==> src/rtl/fast_corner_detect.sv <==
// FAST segment-test corner detector: raster-scans the blurred image in SRAM and
// streams corner coordinates. Optional corner strength score under FAST_SCORE_EN.
module fast_corner_detect #(
   parameter int X_MAX       = 16,
   parameter int Y_MAX       = 16,
   parameter int PIXEL_DEPTH = 8,
   parameter int ARC_LEN     = 9,
   localparam int XW = $clog2(X_MAX),
   localparam int YW = $clog2(Y_MAX),
   localparam int SW = PIXEL_DEPTH + 4
) (
   input  logic                   clk,
   input  logic                   n_rst,
   input  logic                   new_trans,
   input  logic [XW-1:0]          max_x,
   input  logic [YW-1:0]          max_y,
   input  logic [PIXEL_DEPTH-1:0] threshold,
   output logic [XW:0]            x_addr,
   output logic [YW:0]            y_addr,
   output logic                   ren,
   input  logic [PIXEL_DEPTH-1:0] rdat,
   output logic                   corner_valid,
   input  logic                   corner_ready,
   output logic [XW-1:0]          corner_x,
   output logic [YW-1:0]          corner_y,
   output logic [SW-1:0]          corner_score,
   output logic                   fast_done
);

   // ADV is the one-cycle raster advance between pixels (17 fetch + eval + advance = 19)
   typedef enum logic [2:0] {IDLE, FETCH, EVAL, ADV, EMIT, DONE} state_t;

   localparam logic [31:0] ARC_MASK = (32'd1 << ARC_LEN) - 32'd1;

   state_t                 state, state_nxt;
   logic [XW-1:0]          mx, cx;
   logic [YW-1:0]          my, cy;
   logic [PIXEL_DEPTH-1:0] thr;
   logic [4:0]             cnt;
   logic [PIXEL_DEPTH-1:0] samp [16];
   logic [PIXEL_DEPTH-1:0] ring [16];
   logic [PIXEL_DEPTH-1:0] center;
   logic [15:0]            bright, dark;
   logic                   bright_arc, dark_arc, is_corner;
   logic                   last_col, last_pix;
   logic [5:0]             ofs;

   // {dx, dy} in 3-bit two's complement for ring index 0..15
   function automatic logic [5:0] ring_ofs(input logic [3:0] idx);
      case (idx)
         4'd0:    ring_ofs = 6'b000_101;
         4'd1:    ring_ofs = 6'b001_101;
         4'd2:    ring_ofs = 6'b010_110;
         4'd3:    ring_ofs = 6'b011_111;
         4'd4:    ring_ofs = 6'b011_000;
         4'd5:    ring_ofs = 6'b011_001;
         4'd6:    ring_ofs = 6'b010_010;
         4'd7:    ring_ofs = 6'b001_011;
         4'd8:    ring_ofs = 6'b000_011;
         4'd9:    ring_ofs = 6'b111_011;
         4'd10:   ring_ofs = 6'b110_010;
         4'd11:   ring_ofs = 6'b101_001;
         4'd12:   ring_ofs = 6'b101_000;
         4'd13:   ring_ofs = 6'b101_111;
         4'd14:   ring_ofs = 6'b110_110;
         default: ring_ofs = 6'b111_101;
      endcase
   endfunction

   function automatic logic has_arc(input logic [15:0] m);
      logic [31:0] d;
      logic        hit;
      d   = {m, m};
      hit = 1'b0;
      for (int unsigned s = 0; s < 16; s++) begin
         if (((d >> s) & ARC_MASK) == ARC_MASK) hit = 1'b1;
      end
      return hit;
   endfunction

   // ring index 15 is still on rdat during EVAL
   always_comb begin
      for (int unsigned i = 0; i < 15; i++) ring[i] = samp[i+1];
      ring[15] = rdat;
      center   = samp[0];
   end

   always_comb begin
      bright = '0;
      dark   = '0;
      for (int unsigned i = 0; i < 16; i++) begin
         bright[i] = {1'b0, ring[i]} > ({1'b0, center} + {1'b0, thr});
         dark[i]   = ({1'b0, ring[i]} + {1'b0, thr}) < {1'b0, center};
      end
   end

   assign bright_arc = has_arc(bright);
   assign dark_arc   = has_arc(dark);
   assign is_corner  = bright_arc | dark_arc;

   assign last_col = (cx == mx - XW'(3));
   assign last_pix = last_col && (cy == my - YW'(3));

   always_comb begin
      state_nxt = state;
      case (state)
         IDLE: begin
            if (new_trans) begin
               if ((32'(max_x) < 32'd6) || (32'(max_y) < 32'd6)) state_nxt = DONE;
               else                                                state_nxt = FETCH;
            end
         end
         FETCH:   if (cnt == 5'd16) state_nxt = EVAL;
         EVAL:    state_nxt = is_corner ? EMIT : ADV;
         EMIT:    if (corner_ready) state_nxt = ADV;
         ADV:     state_nxt = last_pix ? DONE : FETCH;
         DONE:    state_nxt = IDLE;
         default: state_nxt = IDLE;
      endcase
   end

   always_ff @(posedge clk or negedge n_rst) begin
      if (!n_rst) begin
         state    <= IDLE;
         mx       <= '0;
         my       <= '0;
         thr      <= '0;
         cx       <= '0;
         cy       <= '0;
         cnt      <= '0;
         corner_x <= '0;
         corner_y <= '0;
         for (int unsigned i = 0; i < 16; i++) samp[i] <= '0;
      end else begin
         state <= state_nxt;
         case (state)
            IDLE: begin
               if (new_trans) begin
                  mx  <= max_x;
                  my  <= max_y;
                  thr <= threshold;
                  cx  <= XW'(3);
                  cy  <= YW'(3);
                  cnt <= '0;
               end
            end
            FETCH: begin
               if (cnt != 5'd0) samp[4'(cnt - 5'd1)] <= rdat;
               cnt <= cnt + 5'd1;
            end
            EVAL: begin
               cnt <= '0;
               if (is_corner) begin
                  corner_x <= cx;
                  corner_y <= cy;
               end
            end
            ADV: begin
               if (!last_pix) begin
                  if (last_col) begin
                     cx <= XW'(3);
                     cy <= cy + YW'(1);
                  end else begin
                     cx <= cx + XW'(1);
                  end
               end
            end
            default: ;
         endcase
      end
   end

`ifdef FAST_SCORE_EN
   logic [SW-1:0] score_b, score_d;

   always_comb begin
      score_b = '0;
      score_d = '0;
      for (int unsigned i = 0; i < 16; i++) begin
         if (bright[i]) score_b = score_b + SW'(ring[i]) - SW'(center) - SW'(thr);
         if (dark[i])   score_d = score_d + SW'(center) - SW'(ring[i]) - SW'(thr);
      end
   end

   always_ff @(posedge clk or negedge n_rst) begin
      if (!n_rst)                         corner_score <= '0;
      else if (state == EVAL && is_corner) corner_score <= bright_arc ? score_b : score_d;
   end
`else
   assign corner_score = '0;
`endif

   assign ofs          = (cnt == 5'd0) ? 6'b000_000 : ring_ofs(4'(cnt - 5'd1));
   assign ren          = (state == FETCH);
   assign x_addr       = ren ? ({1'b0, cx} + {{(XW-2){ofs[5]}}, ofs[5:3]}) : '0;
   assign y_addr       = ren ? ({1'b0, cy} + {{(YW-2){ofs[2]}}, ofs[2:0]}) : '0;
   assign corner_valid = (state == EMIT);
   assign fast_done    = (state == DONE);

endmodule
==> config.mk <==
export PLATFORM = sky130hd
export DESIGN_NAME = fast_corner_detect
export DESIGN_NICKNAME = d
export VERILOG_FILES = /design/src/rtl/fast_corner_detect.sv
export SDC_FILE = /design/constraint.sdc
export NUM_CORES = 1
export LEC_CHECK = 0
export CORE_MARGIN = 1.5
export CORE_UTILIZATION = 60
export CTS_CLUSTER_SIZE = 12
export DETAILED_ROUTE_END_ITERATION = 10
export GPL_TIMING_DRIVEN = 0
export PLACE_DENSITY_LB_ADDON = 0.2
export SYNTH_ARGS = -nofsm -noshare
export SYNTH_HDL_FRONTEND = slang
export SYNTH_SLANG_ARGS = --single-unit
==> constraint.sdc <==
create_clock -name clk -period 7.7 [get_ports clk]
set_input_delay 1.54 -clock clk [delete_from_list [all_inputs] [get_ports clk]]
set_output_delay 1.54 -clock clk [all_outputs]
set_load 0.05 [all_outputs]
==> impl_metrics.env <==
export IMPL_critPathCaptureType="flop"
export IMPL_synth_cells=1927
export IMPL_routedWlPerCell_um=22.3
export IMPL_grt_max_degree=113
export IMPL_ys_flop_type="dfrtp_1"
export IMPL_cp_common_cell="o21ai_0"
export IMPL_drv_cap=0
export IMPL_cp_slowest_cell="dfrtp_2"
export IMPL_ys_seq_elements=168
export IMPL_vias_per_cell=6.57
export IMPL_cp_max_fo=24
export IMPL_yosysWarningCount=0
export IMPL_yosysTopAreaCellShare_pct=26.3
export IMPL_max_freq_mhz=142
export IMPL_synth_top_area_cell="ha_1"
export IMPL_hold_path_class="reg2reg"
export IMPL_critPathTopFamily="compound AO/OA/AOI/OAI gates"
export IMPL_route_met3_wl_mm=4.21
export IMPL_cp_required_ns=8.04
export IMPL_nets=2436
export IMPL_final_max_slew_violation_count=0
export IMPL_cts_resized=0
export IMPL_gp_congestion=0.955
export IMPL_portBuffers=48
export IMPL_met2_length_mm=24.2
export IMPL_dp_hpwl_mm=38.0
export IMPL_fin_cells=2414
export IMPL_die_w_um=176
export IMPL_antenna_found_initial=0
export IMPL_m1WireLength_mm=22.6
export IMPL_rsz0062_at_grt="false"
export IMPL_setup_viol=0
export IMPL_first_pass_iters=5
export IMPL_crit_arrival_ns=7.39
export IMPL_synthTopCellsByArea="ha_1 26%, dfrtp_1 23%, mux2_2 7.4%"
export IMPL_synth_edf_count=0
export IMPL_area_growth_pct=9.80
export IMPL_clk_pin_slew_ns=0.08
export IMPL_cts_setup_buffers=0
export IMPL_period_needed_ns=7.05
export IMPL_max_slew_margin_pct=4.82
export IMPL_initial_core_util_pct=60.8
export IMPL_tritoncts="yes"
export IMPL_slowest_delay_ns=0.95
export IMPL_fin_skew_ns=0.0110
export IMPL_cts_buffers=17
export IMPL_dr_max_layer_used="met4"
export IMPL_syn_avg_cell_area_um2=9.33
export IMPL_final_common_cell="ha_1"
export IMPL_layout_worst_path_cycle_share_pct=91.5
export IMPL_cts_root_buf="clkbuf_16"
export IMPL_overflow=0
export IMPL_grt_pass1_wl_mm=83.4
export IMPL_final_cell_mix="378 x ha_1, 167 x dfrtp_1, 150 x a21oi_1"
export IMPL_status="completed"
export IMPL_route_detailed_drc=0
export IMPL_crit_path_start_kind="flop"
export IMPL_drtAntennaViolNets=0
export IMPL_diodes=0
export IMPL_worstSetupPathType="reg2reg"
export IMPL_async_flop_share_pct=100
export IMPL_rrSetupSlack_ns=0.65
export IMPL_dieHeight_um=176
export IMPL_rows=63
export IMPL_cts_sinks=168
export IMPL_drt_wl_total_mm=53.7
export IMPL_final_hold_viol_count=0
export IMPL_grt_pass1_vias=15383
export IMPL_tightest_slew_ns=1.43
export IMPL_cts_path_max_buffers=2
export IMPL_critPathBufInv=1
export IMPL_die_area_um2=31000
export IMPL_netlist_area_um2=18000
export IMPL_worstSkewPairLatency_ns=0.45
export IMPL_drive_gt1_share_pct=10.0
export IMPL_core_um2=29600
export IMPL_cts_max_level=4
export IMPL_ys_seq_area_share_pct=23.4
export IMPL_synth_distinct_cells=72
export IMPL_crit_chain="inv_1 > fa_1 > nor2b_1 > o21ai_0 > nand2b_1 > xnor2_2 > ha_1 > nor2_1 > o221a_2 > o21ai_0 > o221ai_1 > a311oi_1 > nand3_1 > nor3_1 > a21oi_1 > o21a_1 > a31oi_4 > mux2_2"
export IMPL_route_vias_total=15868
export IMPL_drt_initial_drc_count=1407
export IMPL_ioPinCount=61
export IMPL_cts_hold_buf=0
export IMPL_placed_cells_incl_taps=2382
export IMPL_grt_usage_pct=35.2
## routing by layer
metal / vias up / track usage, %
met5: - / 0
met4: 0 / 18.1
met3: 181 / 5.30
met2: 666 / 57.1
met1: 7654 / 45.7
li1: 7367 / -
## registers in the layout (all words and copies together), names as in the netlist
signal and flops:
ring 120, center 8, thr 8, cnt 5
corner_x 4, corner_y 4, cx 4, cy 4
mx 4, my 4, state 3
## worst reg2reg max path, cell delays in order (launching register included)
cell      delay (ns)
dfrtp_2         0.95
inv_1           0.84
fa_1            0.74
nor2b_1         0.38
o21ai_0         0.15
nand2b_1        0.13
xnor2_2         0.38
ha_1            0.32
nor2_1          0.06
o221a_2         0.11
o21ai_0         0.32
o221ai_1        0.17
a311oi_1        0.78
nand3_1         0.26
nor3_1          0.24
a21oi_1         0.09
o21a_1          0.26
a31oi_4         0.38
mux2_2          0.40
## per-stage QoR
| step | hold WS [ns] | worst slack, ns | cell area, um^2 | TNS [ns] | utilization, % |
|---|---|---|---|---|---|
| 6_report | 0.511 | 0.651 | 19700 | 0 | 66.8 |
| 5_1_grt | 0.525 | 0.297 | 19700 | 0 | 66.8 |
| 4_1_cts | 0.512 | 0.630 | 19700 | 0 | 66.8 |
| 3_5_place_dp | 0.495 | 0.660 | 19100 | 0 | 64.8 |
| 3_3_place_gp | 0.489 | -1.95 | 19000 | -335.93 | 64.2 |
| 2_1_floorplan | 0.501 | 2.14 | 18000 | 0 | - |
## synth_stat cells (all sizes together), types with 17 or more instances
master / count
nand2: 95
a21o: 30
o211ai: 24
fa: 19
ha: 378
nor2b: 32
a211oi: 30
xor2: 17
o21bai: 46
nor3: 33
clkbuf: 29
o21a: 22
xnor2: 96
nand4: 20
nand3: 33
mux2: 118
inv: 110
nand2b: 18
buf: 17
dfrtp: 168
o21ai: 129
nor2: 124
a31oi: 18
a21oi: 150
## area by class of cell
type                       instances  area, um^2
buffer                            46         231
clock buffer                      18         439
clock inverter                    14         156
fill                            2414        9820
inverter                         110         413
multi-input combinational       1614       13200
sequential                       168        4210
tap                              390         488
timing repair buffer              54         597
## path summary, 6_finish.rpt
| kind | from | endpoint | cells after the start |
|---|---|---|---|
| hold / removal | corner_x[2]$_DFFE_PN0P_ | corner_x[2]$_DFFE_PN0P_ | 1 |
| hold reg to reg | corner_x[2]$_DFFE_PN0P_ | corner_x[2]$_DFFE_PN0P_ | 1 |
| min in group asynchronous | n_rst | ring[81]$_DFFE_PN0P_ | 1 |
| setup reg to reg | thr[1]$_DFFE_PN0P_ | corner_y[3]$_DFFE_PN0P_ | 18 |
| max in group asynchronous | n_rst | thr[1]$_DFFE_PN0P_ | 2 |
| setup / recovery | thr[1]$_DFFE_PN0P_ | corner_y[3]$_DFFE_PN0P_ | 18 |
## cells by family after synthesis
logic type | Yosys count | synth area share [%]
AOI/OAI and AO/OA | 558 | 20.3
xor gates and xnor gates | 113 | 5.50
adders and majority gates | 397 | 28.4
buffers and inverters | 156 | 3.58
DFF | 168 | 23.4
muxes | 118 | 7.39
other | 1 | 0.0209
and+or+nand+nor | 416 | 11.4
Power is left out: the tool's default activity adds up to more than one toggle a clock period on the data nets, which glitch-free logic cannot reach.
